### config.mk
export PLATFORM = sky130hd
export DESIGN_NAME = reg_file_mp
export DESIGN_NICKNAME = d
export VERILOG_FILES = /design/src/rtl/reg_file_mp_pkg.sv /design/src/rtl/reg_file_mp_read_port.sv /design/src/rtl/reg_file_mp.sv
export SDC_FILE = /design/constraint.sdc
export NUM_CORES = 1
export LEC_CHECK = 0
export CAP_MARGIN = 20
export CORE_AREA = 10 10 387 389
export CTS_CLUSTER_SIZE = 40
export DETAILED_ROUTE_END_ITERATION = 10
export DIE_AREA = 0 0 397 399
export PLACE_DENSITY = 0.57
export SLEW_MARGIN = 20
export SYNTH_ARGS = -nofsm -noshare
export SYNTH_HDL_FRONTEND = slang
export SYNTH_HIERARCHICAL = 1
export SYNTH_SLANG_ARGS = --single-unit
### constraint.sdc
create_clock -name clock -period 6.1 [get_ports clock]
set_clock_uncertainty 0.15 [all_clocks]
set_input_delay 0.915 -clock clock [delete_from_list [all_inputs] [get_ports clock]]
set_output_delay 0.915 -clock clock [all_outputs]
set_load 0.01 [all_outputs]
### src/rtl/reg_file_mp_pkg.sv
// Shared types and helpers for the multi-port register file.
// The sweep fill value is computed here so every instance agrees on it.
package reg_file_mp_pkg;

  typedef enum logic {
    RF_IDLE = 1'b0,
    RF_INIT = 1'b1
  } rf_state_e;

  localparam int RF_DATA_W_DEF = 32;
  localparam int RF_ADDR_W_DEF = 5;
  localparam int RF_MAX_W      = 64;

  // mode 0 fills with zeros, any other mode fills with the entry index
  function automatic logic [RF_MAX_W-1:0] rf_init_value(input logic [RF_MAX_W-1:0] idx,
                                                        input int                  mode);
    return (mode != 0) ? idx : '0;
  endfunction

endpackage

### src/rtl/reg_file_mp_read_port.sv
// One combinational read port: busy blanking, zero-register override,
// write-first bypass, then the stored entry.
module rf_read_port #(
  parameter int DATA_W   = 32,
  parameter int ADDR_W   = 5,
  parameter int ZERO_REG = 1
) (
  input  logic [ADDR_W-1:0] rd_addr,
  input  logic [DATA_W-1:0] mem_data,
  input  logic              byp_en,
  input  logic [ADDR_W-1:0] wr_addr,
  input  logic [DATA_W-1:0] wr_data,
  input  logic              busy,
  output logic [DATA_W-1:0] rd_data
);

  always_comb begin
    rd_data = mem_data;
    if (busy) begin
      rd_data = '0;
    end else if ((ZERO_REG != 0) && (rd_addr == '0)) begin
      rd_data = '0;
    end else if (byp_en && (rd_addr == wr_addr)) begin
      rd_data = wr_data;
    end
  end

endmodule

### src/rtl/reg_file_mp.sv
// Parametrised GPR file with NUM_RD combinational read ports, sequenced
// re-initialisation sweep and a registered debug read port.
module reg_file_mp
  import reg_file_mp_pkg::*;
#(
  parameter int DATA_W    = RF_DATA_W_DEF,
  parameter int ADDR_W    = RF_ADDR_W_DEF,
  parameter int NUM_RD    = 2,
  parameter int ZERO_REG  = 1,
  parameter int INIT_MODE = 1
) (
  input  logic                     clock,
  input  logic                     reset,
  input  logic [NUM_RD*ADDR_W-1:0] rd_addr,
  output logic [NUM_RD*DATA_W-1:0] rd_data,
  input  logic                     wr_en,
  input  logic [ADDR_W-1:0]        wr_addr,
  input  logic [DATA_W-1:0]        wr_data,
  input  logic                     init_req,
  output logic                     busy,
  input  logic [ADDR_W-1:0]        dbg_addr,
  output logic [DATA_W-1:0]        dbg_data
);

  localparam int DEPTH = 2 ** ADDR_W;

  logic [DATA_W-1:0] mem_q [DEPTH];

  rf_state_e         state_q, state_d;
  logic [ADDR_W-1:0] cnt_q, cnt_d;
  logic [DATA_W-1:0] dbg_q, dbg_d;
  logic              mem_we;
  logic [ADDR_W-1:0] mem_waddr;
  logic [DATA_W-1:0] mem_wdata;
  logic [DATA_W-1:0] init_val;
  logic              byp_en;

  assign busy     = (state_q == RF_INIT);
  assign byp_en   = wr_en && (state_q == RF_IDLE);
  assign dbg_data = dbg_q;
  assign init_val = DATA_W'(rf_init_value(RF_MAX_W'(cnt_q), INIT_MODE));

  always_comb begin
    state_d   = state_q;
    cnt_d     = cnt_q;
    mem_we    = 1'b0;
    mem_waddr = wr_addr;
    mem_wdata = wr_data;
    case (state_q)
      RF_IDLE: begin
        mem_we = wr_en;
        if (init_req) begin
          state_d = RF_INIT;
          cnt_d   = '0;
        end
      end
      RF_INIT: begin
        // init_req is deliberately ignored here; the sweep never restarts itself
        mem_we    = 1'b1;
        mem_waddr = cnt_q;
        mem_wdata = init_val;
        cnt_d     = cnt_q + 1'b1;
        if (&cnt_q) begin
          state_d = RF_IDLE;
        end
      end
      default: state_d = RF_INIT;
    endcase
    if (((ZERO_REG != 0) && (mem_waddr == '0)) || !reset) begin
      mem_we = 1'b0;
    end
  end

  always_comb begin
    dbg_d = mem_q[dbg_addr];
    if ((ZERO_REG != 0) && (dbg_addr == '0)) begin
      dbg_d = '0;
    end
  end

  always_ff @(posedge clock) begin
    if (!reset) begin
      state_q <= RF_INIT;
      cnt_q   <= '0;
      dbg_q   <= '0;
    end else begin
      state_q <= state_d;
      cnt_q   <= cnt_d;
      dbg_q   <= dbg_d;
    end
  end

  // Storage is never reset; the sweep is what makes every entry defined
  always_ff @(posedge clock) begin
    if (mem_we) begin
      mem_q[mem_waddr] <= mem_wdata;
    end
  end

  for (genvar k = 0; k < NUM_RD; k++) begin : g_rd
    rf_read_port #(
      .DATA_W  (DATA_W),
      .ADDR_W  (ADDR_W),
      .ZERO_REG(ZERO_REG)
    ) u_rd (
      .rd_addr (rd_addr[k*ADDR_W +: ADDR_W]),
      .mem_data(mem_q[rd_addr[k*ADDR_W +: ADDR_W]]),
      .byp_en  (byp_en),
      .wr_addr (wr_addr),
      .wr_data (wr_data),
      .busy    (busy),
      .rd_data (rd_data[k*DATA_W +: DATA_W])
    );
  end

endmodule

==> results of run 1 <==
synth_stat cells (66+ instances only):
cell / number
mux4_2: 638
clkbuf_1: 186
nor2b_1: 98
mux2_2: 198
edfxtp_1: 1024
nand3_1: 66
nor3_1: 66
buf_2: 98
nand2_1: 112
o22ai_1: 322
o21ai_0: 131
metrics by stage:
stage	util [%]	instances
floorplan	-	3432
CTS	45.9	5577
global route	46.0	5578
global placement	43.3	5368
detailed placement	43.3	5369
finish	46.0	5579
per-layer routing:
metal  GRT usage (%)  share of wire [%]  vias up
met2            39.8                 44     2942
met1            37.0                 39    20458
li1                -                  -    14989
met3            7.19                 13      506
met5               0             0.0060        -
met4            9.87                4.3        2
worst reg2reg max path: stages, from the launching register on:
cell	delay, ns
dfxtp_4	0.71
buf_4	0.64
o21a_1	0.26
nand2_1	0.49
nor2_4	0.99
buf_4	0.42
sequential cells by signal, indices dropped and copies added (netlist names):
register,cells
busy,1
mem_q,1024
dbg_data,32
cnt_q,5
where the power goes:
group          leakage (nW)  switching (mW)  internal [mW]
clock                  1.83            3.03           4.03
combinational          8.77            1.02          0.740
sequential             9.88          0.0333           7.95
logic make-up after synthesis:
kind of cell / count (synthesis) / share of synthesized area, %
AO/OA/AOI/OAI: 572 / 6.27
XOR/XNOR: 11 / 0.171
adder cells (fa/ha/maj): 2 / 0.0443
buffers and inverters: 331 / 2.56
flip-flops: 1062 / 55.8
multiplexers: 838 / 29.4
other: 1 / 0.00664
AND/OR/NAND/NOR: 584 / 5.67
layout make-up:
class | count | area [um^2]
Sequential cell | 1062 | 31500
Clock inverter | 64 | 674
Inverter | 6 | 22.5
Tap cell | 1903 | 2380
Timing Repair Buffer | 360 | 3730
Antenna cell | 1 | 2.50
Multi-Input combinational cell | 2039 | 24100
Clock buffer | 144 | 3070
Fill cell | 12043 | 76900
worst paths after layout:
path	start	to	slack, ns	depth (start not counted)
min	cnt_q[0]	cnt_q[0]	0.45	2
max reg2reg	busy	mem_q[14][15]	2.10	5
max	rd_addr[9]	rd_data[45]	0.22	8
min reg2reg	cnt_q[0]	cnt_q[0]	0.45	2
==> results.toml, run 1 <==
[run_status]
status = "completed"

[sta]
final_hold_viol_count = 0
relSlewSlack_pct = 23.4
rsz0062_at_grt = "false"
min_period_over_period_pct = 96.3
fmax_mhz = 170
tightestPinTransition_ns = 1.15
timing.final.ws_setup_ns = 0.224
setup_viol = 0
slew_violations = 0
whs_ns = 0.450
finalSetupTns_ns = 0
min_period_ns = 5.88

[clock_tree]
cts_buffers = 116
cts_hold_buf = 0
clkTransAtPathRegs_ns = 0.06
cts.path.max_buffers = 3
clk_latency_ns = 0.76
post_cts_resized = 0
cts_htree_levels = 3
cts_tree = "done"
cts_setup_buffers = 0
cts.sinks = 1062
root_buffer = "clkbuf_16"

[logic_synthesis]
synth-edff-count = 1024
ys.flop_type = "edfxtp_1"
synth.area.top_cells = "edfxtp_1, mux4_2, mux2_2"
synth-seq-cells = 1062
synth_area_leader_cell = "edfxtp_1"
netlist_instances = 3401
syn-cell-area_mm2 = 0.0564
synth-seq-area-share_pct = 55.8
synth.avg_cell_area_um2 = 16.6
synth_cell_types = 49
synthArstFlopShare_pct = 0
yosys.area.top_type_share_pct = 54.5
ys_warn_count = 6

[finish]
fin_area_mm2 = 0.0655
area_growth_pct = 16.1
final_cell_mix = "edfxtp_1, mux4_2, o22ai_1, mux2_2, buf_4"
final_common_cell = "edfxtp_1"
fin_nets = 3643
drive_gt1_share_pct = 35.8

[placement]
place_ws_ns = 0.264
placed_area_mm2 = 0.0617
gp_congestion = 0.868
port_buffers = 152
dp_hpwl_mm = 132

[worst_hold_path]
hp-class = "flop to flop"

[detailed_routing]
wirelength_mm = 215
dr.first_iter.drc_count = 5743
detail_route.wl_per_cell_um = 38.6
vias_per_cell = 6.97
drtAntennaViolNets = 0
drc = 0
drtPass1Iterations = 5
vias = 38897

[global_route]
grt_usage_pct = 26.6
first_global_vias = 37664
grt_max_degree = 96
antenna_found_initial = 10
grt-ovfl-total = 0
grt_pass1_wl_mm = 299

[die]
fp.dieH_um = 399
ios = 153
design.die.area_mm2 = 0.158
chipWidth_um = 397
start_util_pct = 39.6
core-area_mm2 = 0.142
core.rowCount = 139

[critical_path]
critPathMaxStageDelay_ns = 0.88
crit_type = "input port to output pin"
slowest_stage = "nor4_1"
path_cells = "clkdlybuf4s50_1 -> nand3b_1 -> buf_12 -> o22ai_1 -> nor4_1 -> nand2_1 -> o21ai_0 -> clkdlybuf4s50_1"
cp_common_cell = "clkdlybuf4s50_1"
cp_num_buf_inv = 3
worstPathRequired_ns = 5.03
crit_path_end_kind = "output pin"
worstPathArrival_ns = 4.81
critPathMaxFanout = 27
crit_family = "simple AND/OR/NAND/NOR gates"
critPathLaunchType = "input port"

[power_and_ir_drop]
leakage_nw = 20.5
power.density_mw_per_mm2 = 257
power.total_mw = 16.8
vdd_ir_drop_max_mv = 0.225

[run]
drv_cap = 0
No activity file was read; power rests on OpenSTA's default activity.
==> run 2, diff against run 1 <==
DONT_BUFFER_PORTS = 1   (was not set)
PLACE_DENSITY = 0.56   (was 0.57)
==> run 2 against run 1 <==
Net effect:
- the flow now finishes with violations (max-slew violations)
- critical endpoint is now rd_data[43]
- total power fell by 1.6%
- critical path depth down 3
- final area shrank 3.6%
- routed wire length rose by 1.3%
- non-clock buffer count shrank 237
- die area unchanged
- highest routed layer unchanged
- combinational power down 24%
==> results.toml, run 2 (synthesized netlist as in run 1, its figures left out) <==
[sta]
timing.final.ws_setup_ns = 0.966
final_hold_viol_count = 0
setup_viol = 0
relSlewSlack_pct = -3.61
min_period_over_period_pct = 84.2
min_period_ns = 5.13
rsz0062_at_grt = "false"
tightestPinTransition_ns = 1.55
slew_violations = 25
finalSetupTns_ns = 0
fmax_mhz = 195

[placement]
gp_congestion = 0.872
placed_area_mm2 = 0.0592
port_buffers = 0
dp_hpwl_mm = 125
place_ws_ns = 1.32

[detailed_routing]
dr_wl_met3_mm = 29.5
top_layer_used = "met5"
dr.first_iter.drc_count = 5673
drtAntennaViolNets = 0
wl_met1_mm = 82.8
drc = 0
detail_route.wl_per_cell_um = 40.8
wirelength_mm = 218
vias = 38110
vias_per_cell = 7.12
drtPass1Iterations = 7
wl_met2_mm = 96.1

[run]
drv_cap = 0

[power_and_ir_drop]
leakage_nw = 19.4
swShare_pct = 23.0
p_seq_share_pct = 48.4
p_clk_share_pct = 43.5
power.total_mw = 16.5
power.density_mw_per_mm2 = 262
p_int_mw = 12.7
netSwitchingPower_mw = 3.81
pwr-share-comb_pct = 8.1
vdd_ir_drop_max_mv = 0.228

[die]
design.die.area_mm2 = 0.158
chipWidth_um = 397
ios = 153
core-area_mm2 = 0.142
core.rowCount = 139
fp.dieH_um = 399
start_util_pct = 39.6

[critical_path]
worstPathArrival_ns = 4.07
crit_type = "input port to output pin"
worstReg2RegEnd = "mem_q[16][13]"
crit_path_end_kind = "output pin"
worstPathRequired_ns = 5.03
critPathLaunchType = "input port"
setup.worst_path.end = "rd_data[43]"
critPathMaxFanout = 258
rrSetupSlack_ns = 1.55
cp-startpoint = "rd_addr[5]"
reg2reg_from = "busy"
reg2reg_depth = 5

[global_route]
first_global_vias = 36983
grt-ovfl-total = 0
antenna_found_initial = 16
grt_pass1_wl_mm = 300
grt_max_degree = 259
grt_usage_pct = 26.9

[finish]
utilization_pct = 44.3
area_growth_pct = 11.9
largest_reg_flops = 1024
seqCellArea_mm2 = 0.0315
fin_area_mm2 = 0.0631
regMostFlops = "mem_q"
final_common_cell = "edfxtp_1"
final_cell_mix = "edfxtp_1, mux4_2, o22ai_1, mux2_2, o21ai_0"
multi_input_area_mm2 = 0.0242
fin_nets = 3405
num-fill-cells = 12357
drive_gt1_share_pct = 35.9

[clock_tree]
cts_buffers = 115
cts_hold_buf = 0
cts.path.max_buffers = 3
cts_tree = "done"
cts_setup_buffers = 0
cts.sinks = 1062
cts_htree_levels = 3
post_cts_resized = 0
clkTransAtPathRegs_ns = 0.06
clk_latency_ns = 0.77
root_buffer = "clkbuf_16"

[run_status]
status = "finished with violations"
violations = "max-slew violations"

[worst_hold_path]
hp-class = "input port to flop"
run 2: changes by cell type in the layout (fill, tap and decap cells not counted), sizes merged:
cell / before / now
clkinv: 43 / 41
clkdlybuf4s50: 145 / 0
buf: 213 / 122
inv: 11 / 9
clkbuf: 146 / 154
diode: 1 / 6
run 2: how the worst min path moves through the flow:
stage / start / end / slack (ns) / depth (start not counted)
finish: reset / busy / 0.10 / 1
floorplan: cnt_q[0] / cnt_q[0] / 0.41 / 2
global route: reset / busy / 0.1 / 1
global placement: cnt_q[0] / cnt_q[0] / 0.43 / 2
CTS: reset / busy / 0.07 / 1
detailed placement: cnt_q[0] / cnt_q[0] / 0.44 / 2
run 2: critical path, cell delays in order:
cell and delay, ns:
mux4_2 0.78, o22ai_1 0.11, nor4_1 0.92, nand2_1 0.12, o21ai_0 0.51
run 2: per-layer routing:
layer,vias up,global-route usage (%)
li1,14527,-
met1,20099,37.2
met2,2935,39.9
met3,541,8.00
met4,8,10.2
met5,-,0
run 2: cell type report:
class / count / area share (%)
multi-input combinational: 2039 / 38.3
antenna: 6 / 0.0238
clock inverter: 60 / 0.985
inverter: 6 / 0.0357
timing repair buffer: 123 / 1.89
sequential: 1062 / 49.9
tap: 1903 / 3.77
clock buffer: 153 / 5.09
run 2: metrics by stage:
step | hold slack, ns | cells
after detailed placement | 0.443 | 5129
after global placement | 0.426 | 5126
final | 0.103 | 5352
after CTS | 0.0695 | 5342
after floorplan | 0.406 | 3432
after global routing | 0.0985 | 5350
run 2: power groups by stage:
stage          clock network (mW)  logic, mW  registers, mW
3_3_place_gp                    0       1.24           8.15
2_1_floorplan                   0      0.977           8.14
5_1_grt                      7.57       1.35           8.00
3_5_place_dp                    0       1.23           8.16
6_report                     7.20       1.34           8.00
4_1_cts                      7.27       1.24           8.00
